--- src/rtl/mac_layer_engine.sv ---
// Systolic MAC chain: N_MACS lanes with per-lane weights. The operand enters
// slot 0 and moves one lane per cycle. LOAD passes take an external stream.
// LAYER passes re-feed the previous results, clamped to W bits.
module mac_layer_engine #(
    parameter int W      = 8,
    parameter int ACC_W  = 16,
    parameter int N_MACS = 4,
    parameter int K_MAX  = 16,
    parameter int SAT    = 1,
    localparam int LEN_W = $clog2(K_MAX + 1)
) (
    input  logic                    clk,
    input  logic                    rst,
    input  logic                    start,
    input  logic                    mode,
    input  logic [LEN_W-1:0]        len,
    input  logic                    clear_all,
    input  logic [W-1:0]            a_in,
    input  logic                    a_valid,
    output logic                    a_ready,
    input  logic [N_MACS*W-1:0]     w_in,
    output logic                    busy,
    output logic                    done,
    output logic [N_MACS*ACC_W-1:0] acc_out,
    output logic [N_MACS-1:0]       valid_out
);
    localparam int CNT_W = $clog2(K_MAX + N_MACS + 1);

    typedef enum logic [1:0] {S_IDLE = 2'd0, S_FEED = 2'd1, S_DRAIN = 2'd2} state_t;

    state_t                  state_reg;
    logic                    mode_reg;
    logic [LEN_W-1:0]        len_reg;
    logic [CNT_W-1:0]        cnt_reg;
    logic                    a_ready_reg, busy_reg, done_reg;

    logic signed [W-1:0]     w_reg  [N_MACS];
    logic signed [W-1:0]     h_reg  [N_MACS];
    logic signed [W-1:0]     h_next [N_MACS];
    logic signed [W-1:0]     op_reg [N_MACS];
    logic signed [W-1:0]     op_in  [N_MACS];
    logic [N_MACS-1:0]       vld_reg, first_reg, last_reg, valid_reg;
    logic [N_MACS-1:0]       vld_in, first_in, last_in;
    logic signed [ACC_W-1:0] acc_reg [N_MACS];

    logic                    start_acc, feed_fire, feed_first, feed_last;
    logic signed [W-1:0]     feed_op;

    // Two's-complement overflow shows up as disagreeing top bits of the wide sum
    function automatic logic [ACC_W-1:0] sat_acc(input logic [ACC_W:0] s);
        if (SAT != 0 && s[ACC_W] != s[ACC_W-1])
            return s[ACC_W] ? {1'b1, {(ACC_W-1){1'b0}}} : {1'b0, {(ACC_W-1){1'b1}}};
        return s[ACC_W-1:0];
    endfunction

    // Clamp an accumulator to the operand range for layer chaining
    function automatic logic [W-1:0] clamp_w(input logic [ACC_W-1:0] a);
        logic [ACC_W-W:0] top;
        top = a[ACC_W-1:W-1];
        if (&top || ~|top)
            return a[W-1:0];
        return a[ACC_W-1] ? {1'b1, {(W-1){1'b0}}} : {1'b0, {(W-1){1'b1}}};
    endfunction

    // A start is taken only from IDLE, and clear_all overrides it
    assign start_acc = start && !clear_all && (state_reg == S_IDLE);

    // Operand source and first/last tagging for the sample entering slot 0
    always_comb begin
        feed_fire  = (state_reg == S_FEED) && (mode_reg || (a_valid && a_ready_reg));
        feed_op    = mode_reg ? h_reg[0] : $signed(a_in);
        feed_first = (cnt_reg == '0);
        feed_last  = ((cnt_reg + CNT_W'(1)) ==
                      (mode_reg ? CNT_W'(N_MACS) : CNT_W'(len_reg)));
    end

    // Pass control: IDLE -> FEED -> DRAIN -> IDLE, done on final lane result
    always_ff @(posedge clk or posedge rst) begin
        if (rst) begin
            state_reg   <= S_IDLE;
            mode_reg    <= 1'b0;
            len_reg     <= '0;
            cnt_reg     <= '0;
            a_ready_reg <= 1'b0;
            busy_reg    <= 1'b0;
            done_reg    <= 1'b0;
        end else if (clear_all) begin
            state_reg   <= S_IDLE;
            cnt_reg     <= '0;
            a_ready_reg <= 1'b0;
            busy_reg    <= 1'b0;
            done_reg    <= 1'b0;
        end else begin
            done_reg <= 1'b0;
            case (state_reg)
                S_IDLE: begin
                    if (start_acc) begin
                        mode_reg <= mode;
                        len_reg  <= len;
                        cnt_reg  <= '0;
                        if (!mode && len == '0) begin
                            done_reg <= 1'b1;
                        end else begin
                            state_reg   <= S_FEED;
                            busy_reg    <= 1'b1;
                            a_ready_reg <= !mode;
                        end
                    end
                end
                S_FEED: begin
                    if (feed_fire) begin
                        cnt_reg <= cnt_reg + CNT_W'(1);
                        if (feed_last) begin
                            state_reg   <= S_DRAIN;
                            a_ready_reg <= 1'b0;
                        end
                    end
                end
                S_DRAIN: begin
                    if (vld_reg[N_MACS-1] && last_reg[N_MACS-1]) begin
                        done_reg  <= 1'b1;
                        state_reg <= S_IDLE;
                        busy_reg  <= 1'b0;
                    end
                end
                default: state_reg <= S_IDLE;
            endcase
        end
    end

    genvar gi;
    generate
        for (gi = 0; gi < N_MACS; gi++) begin : gen_lane
            logic signed [2*W-1:0] prod;
            logic [ACC_W:0]        sum;

            if (gi == 0) begin : g_head
                assign op_in[gi]    = feed_op;
                assign vld_in[gi]   = feed_fire;
                assign first_in[gi] = feed_first;
                assign last_in[gi]  = feed_last;
            end else begin : g_body
                assign op_in[gi]    = op_reg[gi-1];
                assign vld_in[gi]   = vld_reg[gi-1];
                assign first_in[gi] = first_reg[gi-1];
                assign last_in[gi]  = last_reg[gi-1];
            end

            if (gi == N_MACS - 1) begin : g_htail
                assign h_next[gi] = '0;
            end else begin : g_hbody
                assign h_next[gi] = h_reg[gi+1];
            end

            assign prod = op_reg[gi] * w_reg[gi];
            // The first product of a pass replaces the old result
            assign sum  = (first_reg[gi] ? {(ACC_W+1){1'b0}} : {acc_reg[gi][ACC_W-1], acc_reg[gi]})
                        + {{(ACC_W+1-2*W){prod[2*W-1]}}, prod};

            // Weight latch at start; layer snapshot then shift toward slot 0
            always_ff @(posedge clk or posedge rst) begin
                if (rst) begin
                    w_reg[gi] <= '0;
                    h_reg[gi] <= '0;
                end else if (clear_all) begin
                    h_reg[gi] <= '0;
                end else if (start_acc) begin
                    w_reg[gi] <= w_in[gi*W +: W];
                    h_reg[gi] <= clamp_w(acc_reg[gi]);
                end else if (feed_fire && mode_reg) begin
                    h_reg[gi] <= h_next[gi];
                end
            end

            // Operand pipe slot: advances every cycle with its tag bits
            always_ff @(posedge clk or posedge rst) begin
                if (rst) begin
                    op_reg[gi]    <= '0;
                    vld_reg[gi]   <= 1'b0;
                    first_reg[gi] <= 1'b0;
                    last_reg[gi]  <= 1'b0;
                end else if (clear_all) begin
                    op_reg[gi]    <= '0;
                    vld_reg[gi]   <= 1'b0;
                    first_reg[gi] <= 1'b0;
                    last_reg[gi]  <= 1'b0;
                end else begin
                    op_reg[gi]    <= op_in[gi];
                    vld_reg[gi]   <= vld_in[gi];
                    first_reg[gi] <= first_in[gi];
                    last_reg[gi]  <= last_in[gi];
                end
            end

            // Lane accumulator; valid pulses when the tagged last product lands
            always_ff @(posedge clk or posedge rst) begin
                if (rst) begin
                    acc_reg[gi]   <= '0;
                    valid_reg[gi] <= 1'b0;
                end else if (clear_all) begin
                    acc_reg[gi]   <= '0;
                    valid_reg[gi] <= 1'b0;
                end else begin
                    valid_reg[gi] <= vld_reg[gi] && last_reg[gi];
                    if (vld_reg[gi])
                        acc_reg[gi] <= sat_acc(sum);
                end
            end

            assign acc_out[gi*ACC_W +: ACC_W] = acc_reg[gi];
        end
    endgenerate

    assign valid_out = valid_reg;
    assign a_ready   = a_ready_reg;
    assign busy      = busy_reg;
    assign done      = done_reg;
endmodule

--- config.mk ---
export PLATFORM = sky130hd
export DESIGN_NAME = mac_layer_engine
export DESIGN_NICKNAME = d
export VERILOG_FILES = /design/src/rtl/mac_layer_engine.sv
export SDC_FILE = /design/constraint.sdc
export NUM_CORES = 1
export LEC_CHECK = 0
export BUFFER_PORTS_ARGS = -buffer_cell sky130_fd_sc_hd__buf_2
export CORE_AREA = 8 8 257 209
export CTS_CLUSTER_DIAMETER = 150
export DETAILED_ROUTE_END_ITERATION = 7
export DIE_AREA = 0 0 265 217
export GPL_TIMING_DRIVEN = 0
export PLACE_DENSITY = 0.7
export SLEW_MARGIN = 30
export SYNTH_ARGS = -nofsm -noshare
export SYNTH_HDL_FRONTEND = slang
export SYNTH_SLANG_ARGS = --single-unit
--- constraint.sdc ---
create_clock -name clk -period 9.15 [get_ports clk]
set_clock_uncertainty 0.15 [all_clocks]
set_input_delay 0.4575 -clock clk [delete_from_list [all_inputs] [get_ports clk]]
set_output_delay 0.4575 -clock clk [all_outputs]
set_load 0.02 [all_outputs]
==> flow_summary.yaml, run 1 <==
run_status:
  status: "completed"
yosys:
  ys_dominant_reg_cell: "dfrtp_1"
  synth_top_area_share_pct: 21.8
  ys_top_cells_by_area: "dfrtp_1 (22%), fa_1 (20%), ha_1 (10%)"
  synth.cell_area_sq_mm: 0.0220
  yosys_warnings: 0
  syn-num-nets: 2962
  synth_area_per_cell_sq_um: 8.79
  ys_seq_area_share_pct: 21.8
  ys_types: 68
  synth_seq_cells: 192
  syn_inst: 2505
  yosysTopAreaCell: "dfrtp_1"
  synth-edff-count: 0
  synthArstFlopShare_pct: 100
placement:
  hpwl_mm: 47.7
  dpl_cell_area_sq_mm: 0.0235
  dp_slack_ns: 1.55
  gp_congestion: 0.907
  dp_cells: 3265
  numPortBuffers: 121
pwr:
  p_int_mw: 3.72
  ir_worst_vdd_mv: 0.288
  p_leak_nw: 12.0
  sw_frac_of_total_pct: 54.1
  net-switching-power_mw: 4.38
  pwr-share-clk_pct: 10.3
  seqPwrFrac_pct: 16.2
  power_density_mw_per_mm2: 335
  power_mw: 8.10
  p_comb_share_pct: 73.5
detailed_routing:
  drc: 0
  antenna_left: 0
  wl_per_cell_um: 17.8
  wirelength_mm: 58.9
  first_pass_iters: 6
  via_per_inst: 5.47
  initialDrtViolationCount: 1459
  vias: 18000
timing:
  finalSetupTns_ns: 0
  final_max_slew_viol_count: 0
  fin_ws_ns: 1.33
  hold_ws_ns: 0.0255
  tightestPinTransition_ns: 0.893
  finalCritPeriodShare_pct: 85.5
  max_freq_mhz: 128
  final.min_clock_period_ns: 7.82
  rsz0062_at_grt: "false"
  finalSetupViolations: 0
  finalHoldViolations: 0
  maxSlewHeadroom_pct: 40.4
worst_setup_path:
  crit_fanout: 10
  rr_endpoint: "acc_out[0]"
  crit_slowest_cell: "fa_1"
  cp-end-kind: "register"
  timing.rr.start: "op_in[23]"
  crit_type: "reg -> reg"
  reg2reg_slack_ns: 1.33
  cp-start-kind: "register"
  cp_slowest_stage_delay_ns: 0.52
  cp.arrival_ns: 8.02
  ff2ff_path_depth: 27
  cp.required_ns: 9.35
cells_and_area:
  utilization_pct: 49.0
  layout.nets: 3105
  area_delta_synth_final_pct: 9.77
  diodes: 0
  largest_reg_flops: 64
  drive_gt1_share_pct: 8.98
  nFillCells: 4678
  fin_area_sq_mm: 0.0242
  instances_no_fill: 3298
  seq_area_sq_mm: 0.00480
  multiInputGateArea_sq_mm: 0.0154
clocking:
  clock-sinks: 192
  cts_made_buffers: 17
  post_cts_buffers: 0
  cts_tree: "yes"
  cts_buffer_depth: 2
  clock_latency_ns: 0.47
  cts_htree_levels: 4
  clk_pin_slew_worst_paths_ns: 0.09
  cts-root-buf: "clkbuf_16"
die:
  row_count: 73
  dieArea_sq_mm: 0.0575
  die_x_um: 265
  core_area_sq_mm: 0.0493
  die_h_um: 217
  io_pins: 122
  start_util_pct: 44.7
grt:
  grt-ovfl-total: 0
  grt_pass1_vias: 18300
  grtUsageTotal_pct: 20.5
  antenna_found_initial: 0
  grt_pass1_wl_mm: 95.9
  grt_max_degree: 73
worst_hold_path:
  worst_hold_path.endpoint: "w_reg[18]"
  hp-start: "w_in[10]"
  hold-path-cell-count: 3
  min_path_type: "in -> reg"
flow_run:
  drv_cap: 0
==> synthesized netlist by cell type (4+ instances only) <==
cell and instances:
clkbuf_1 72, o31ai_1 24, nand3_1 51, inv_1 394
nor2b_1 131, and2_1 183, a21boi_0 5, mux2i_1 20
nor3_1 37, nor4_1 17, nand4_1 4, a211oi_1 19
xor2_1 35, a21o_1 24, mux2_2 6, nand3b_1 4
ha_1 182, or2_2 10, maj3_1 7, o221a_2 49
nor4b_1 4, o31a_1 7, dfrtp_1 192, xnor2_1 73
nand2b_1 20, o21ai_1 8, o41ai_1 4, a211o_1 4
buf_2 6, nor2_1 94, nand2_1 232, a21oi_1 128
fa_1 224, o21bai_1 11, buf_1 5, a31oi_1 18
o21a_1 13, o21ai_0 123, o211ai_1 6, or3_1 9
and3_1 9
==> per-layer routing <==
layer | vias to the layer above | global-route usage [%] | wire length (um)
li1 | 8498 | - | -
met1 | 8983 | 28.1 | 26800
met2 | 485 | 32.9 | 26900
met3 | 74 | 3.71 | 3650
met4 | 0 | 6.54 | 1470
met5 | - | 0 | 0
==> critical path: cells and delay by family (launching register included) <==
kind                       cells  cell delay, ns
adders and majority gates      6            2.71
xor gates and xnor gates       2            0.99
AOI/OAI and AO/OA              8            1.84
buffers and inverters          6            0.90
and+or+nand+nor                5            0.72
DFF                            1            0.38
==> layout by cell type (no fill, tap or decap), types with 18 or more instances in the layout <==
cell      count
buf_2       128
nor3_1       37
o21ai_0     123
a21oi_1     128
and2_1      183
nand2_1     232
o221a_2      49
nand2b_1     20
ha_1        182
a31oi_1      18
xnor2_1      73
o31ai_1      24
dfrtp_1     192
xor2_1       35
nand3_1      51
nor2_1       94
mux2i_1      20
fa_1        224
inv_1       393
a211oi_1     19
clkbuf_1     71
a21o_1       24
nor2b_1     131
==> worst max-delay path by stage <==
stage                         start           to  slack (ns)  depth (start not counted)
after floorplan           op_in[23]  acc_out[12]        2.81                         28
after global placement          rst   len_reg[1]        0.94                          2
after detailed placement  op_in[23]   acc_out[0]        1.55                         28
after CTS                 op_in[23]   acc_out[0]        1.52                         28
after global routing      op_in[23]   acc_out[4]        0.94                         28
final                     op_in[23]   acc_out[0]        1.33                         27
==> cell families after synthesis <==
kind of cell / synth area share [%]
compound gates: 14.3
xor+xnor: 4.44
fa+ha+maj: 31.0
buf+inv: 8.21
flops: 21.8
mux: 1.22
simple gates: 19.0
==> power by group through the flow <==
| stage | Combinational, mW | Clock, mW | Sequential, mW |
|---|---|---|---|
| floorplan | 4.43 | 0 | 1.23 |
| detailed placement | 5.83 | 0 | 1.32 |
| finish | 5.96 | 0.834 | 1.31 |
| global placement | 5.64 | 0 | 1.31 |
| global route | 6.64 | 0.880 | 1.34 |
| CTS | 5.89 | 0.850 | 1.30 |
==> final cells by class <==
class	instances	area share, %
clock inverters	15	0.931
well taps	637	3.30
flip-flops and latches	192	19.9
multi-input cells	1835	63.8
plain buffers	84	1.38
clock buffers	17	1.76
repair buffers	124	2.77
inverters	394	6.15
==> timing repair <==
item                      in CTS  in global routing
gates resized for setup        0                  0
hold endpoints to repair      64                  0
hold buffers                   1                  0
Note: power is estimated with default switching activity, not from simulation.
==> run 2, diff against run 1 <==
Settings changed: ABC_AREA set to 1, CORE_AREA 8 8 257 209 to 8 8 264 215, DIE_AREA 0 0 265 217 to 0 0 272 223.
==> run 2 against run 1 <==
Against the previous run: clock power shrank 7.4%; final area grew 5.5%; register-to-register slack improved by 1.4 ns; synthesized cell count grew 33%; hold slack better by 0.012 ns; area after synthesis up 5.5%; largest power group unchanged; setup slack better by 1.4 ns; global-route usage down 0.66 points.
==> flow_summary.yaml, run 2 <==
run_status:
  status: "completed"
yosys:
  synth-edff-count: 0
  ys_seq_area_share_pct: 20.7
  yosys.area_share.adder_pct: 29.1
  ys_top_cells_by_area: "dfrtp_1 (21%), fa_1 (19%), nand2_1 (17%)"
  yosysMostFrequentCell: "nand2_1"
  synth_seq_cells: 192
  yosys_warnings: 0
  ys_dominant_reg_cell: "dfrtp_1"
  ys_types: 39
  syn_inst: 3324
  synth_xor_area_share_pct: 3.88
  synth_compound_area_share_pct: 4.87
  yosys.area_share.simple_pct: 26.1
  muxShareOfSynthArea_pct: 0
  yosysTopAreaCell: "dfrtp_1"
  synth.cell_area_sq_mm: 0.0232
  synthArstFlopShare_pct: 100
  synth_common_cells: "nand2_1 (1,035), inv_1 (809), nor2_1 (232)"
  synth_area_per_cell_sq_um: 6.99
  syn-num-nets: 3781
  synth_top_family_by_area: "adder cells"
  synth_top_area_share_pct: 20.7
placement:
  dpl_cell_area_sq_mm: 0.0248
  numPortBuffers: 121
  dp_slack_ns: 2.73
  hpwl_mm: 48.1
  gp_congestion: 0.949
detailed_routing:
  via_per_inst: 4.70
  initialDrtViolationCount: 1324
  vias: 19700
  drc: 0
  antenna_left: 0
  wl_per_cell_um: 13.9
  first_pass_iters: 5
  wirelength_mm: 58.4
cells_and_area:
  drive_gt1_share_pct: 6.44
  fin_area_sq_mm: 0.0255
  diodes: 0
  nFillCells: 5264
  layout_common_cells: "nand2_1 (1,035), inv_1 (808), nor2_1 (232), fa_1 (224), dfrtp_1 (192)"
  layout_commonest_cell: "nand2_1"
  largest_reg_flops: 64
  area_delta_synth_final_pct: 9.72
  layout.nets: 3937
clocking:
  cts-root-buf: "clkbuf_16"
  cts_buffer_depth: 2
  cts_htree_levels: 4
  clock-sinks: 192
  cts_tree: "yes"
  clock_latency_ns: 0.49
  cts_made_buffers: 17
  clk_pin_slew_worst_paths_ns: 0.08
timing:
  tightestPinTransition_ns: 0.926
  finalHoldViolations: 0
  max_freq_mhz: 155
  final_max_slew_viol_count: 0
  finalCritPeriodShare_pct: 70.3
  finalSetupTns_ns: 0
  rsz0062_at_grt: "false"
  finalSetupViolations: 0
  maxSlewHeadroom_pct: 38.3
  fin_ws_ns: 2.72
  final.min_clock_period_ns: 6.43
worst_setup_path:
  cp_num_buf_inv: 5
  crit_slowest_cell: "fa_1"
  path_delay_family: "adder cells"
  cp.required_ns: 9.39
  cp-end-kind: "register"
  crit_type: "reg -> reg"
  cp_slowest_stage_delay_ns: 0.76
  crit_path_frequent_cell: "nand2_1"
  crit_fanout: 10
  cp.arrival_ns: 6.67
  cp-start-kind: "register"
worst_hold_path:
  min_path_type: "in -> reg"
grt:
  grt_pass1_vias: 19100
  grtUsageTotal_pct: 19.9
  grt_pass1_wl_mm: 97.6
  grt_max_degree: 79
  antenna_found_initial: 0
  grt-ovfl-total: 0
die:
  dieArea_sq_mm: 0.0607
  die_x_um: 272
  die_h_um: 223
  io_pins: 122
  row_count: 76
  core_area_sq_mm: 0.0528
  start_util_pct: 44.0
pwr:
  power_density_mw_per_mm2: 319
  ir_worst_vdd_mv: 0.348
  p_leak_nw: 15.5
flow_run:
  drv_cap: 0
-- run 2: worst paths after layout --
path                       startpoint          to  slack, ns  cells after the start
min in group asynchronous         rst   w_reg[21]       0.39                      3
setup reg to reg            op_in[23]  acc_out[8]       2.72                     27
hold / removal               w_in[28]    w_reg[4]       0.04                      3
hold reg to reg            last_in[2]  last_in[3]       0.32                      2
setup / recovery            op_in[23]  acc_out[8]       2.72                     27
max in group asynchronous         rst  cnt_reg[0]       7.72                      4
-- run 2: cell families (layout without fill, tap and decap cells) --
family	count (synthesis)	in the layout
buffers and inverters	925	1093
xor gates and xnor gates	103	103
DFF	192	192
adders and majority gates	406	406
AOI/OAI and AO/OA	190	190
and+or+nand+nor	1508	1508
-- run 2: area by class of cell --
class                   instances  area (sq um)  share of cell area, %
clock buffers                  18           429                   1.68
multi-input cells            2207         14900                   58.3
repair buffers                137           801                   3.14
flip-flops and latches        192          4800                   18.8
inverters                     817          3070                   12.1
clock inverters                13           144                  0.564
well taps                     702           878                   3.44
plain buffers                 108           498                   1.95
-- run 2: per-layer routing --
metal,wire (um),vias up,GRT usage (%),part of all wire [%]
li1,-,10100,-,-
met5,0,-,0,0
met3,3350,71,3.40,5.7
met2,26300,448,31.6,45
met1,27600,9109,27.6,47
met4,1180,0,5.71,2.0
-- run 2: per-stage QoR --
stage	power [mW]	utilization (%)	hold WS, ns	instances
2_1_floorplan	5.87	-	0.295	3324
3_3_place_gp	7.27	46.8	0.302	4147
3_5_place_dp	7.30	47.0	0.309	4149
4_1_cts	8.15	48.3	0.00501	4194
5_1_grt	9.07	48.3	0.0200	4194
6_report	8.13	48.3	0.0374	4194
-- run 2: worst register-to-register path: cells and delay by family, from the launching register on --
kind / cells / cell delay (ns)
AND/OR/NAND/NOR: 14 / 1.59
adder cells (fa/ha/maj): 6 / 2.97
buffers and inverters: 5 / 0.81
AO/OA/AOI/OAI: 1 / 0.22
flip-flops: 1 / 0.33
XOR/XNOR: 1 / 0.28
-- run 2: what timing repair did --
action / in CTS / in global routing
endpoints found under the hold margin: 58 / 0
hold buffers: 14 / 0
setup buffers: 0 / 0
gates resized for setup: 0 / 0
-- run 2: report_power, final --
| group | switching, mW | leakage [nW] | internal (mW) | total, mW |
|---|---|---|---|---|
| logic | 4.01 | 12.6 | 2.25 | 6.26 |
| clock network | 0.387 | 0.282 | 0.385 | 0.772 |
| registers | 0.101 | 2.58 | 0.997 | 1.10 |
| total | 4.50 | 15.5 | 3.63 | 8.13 |
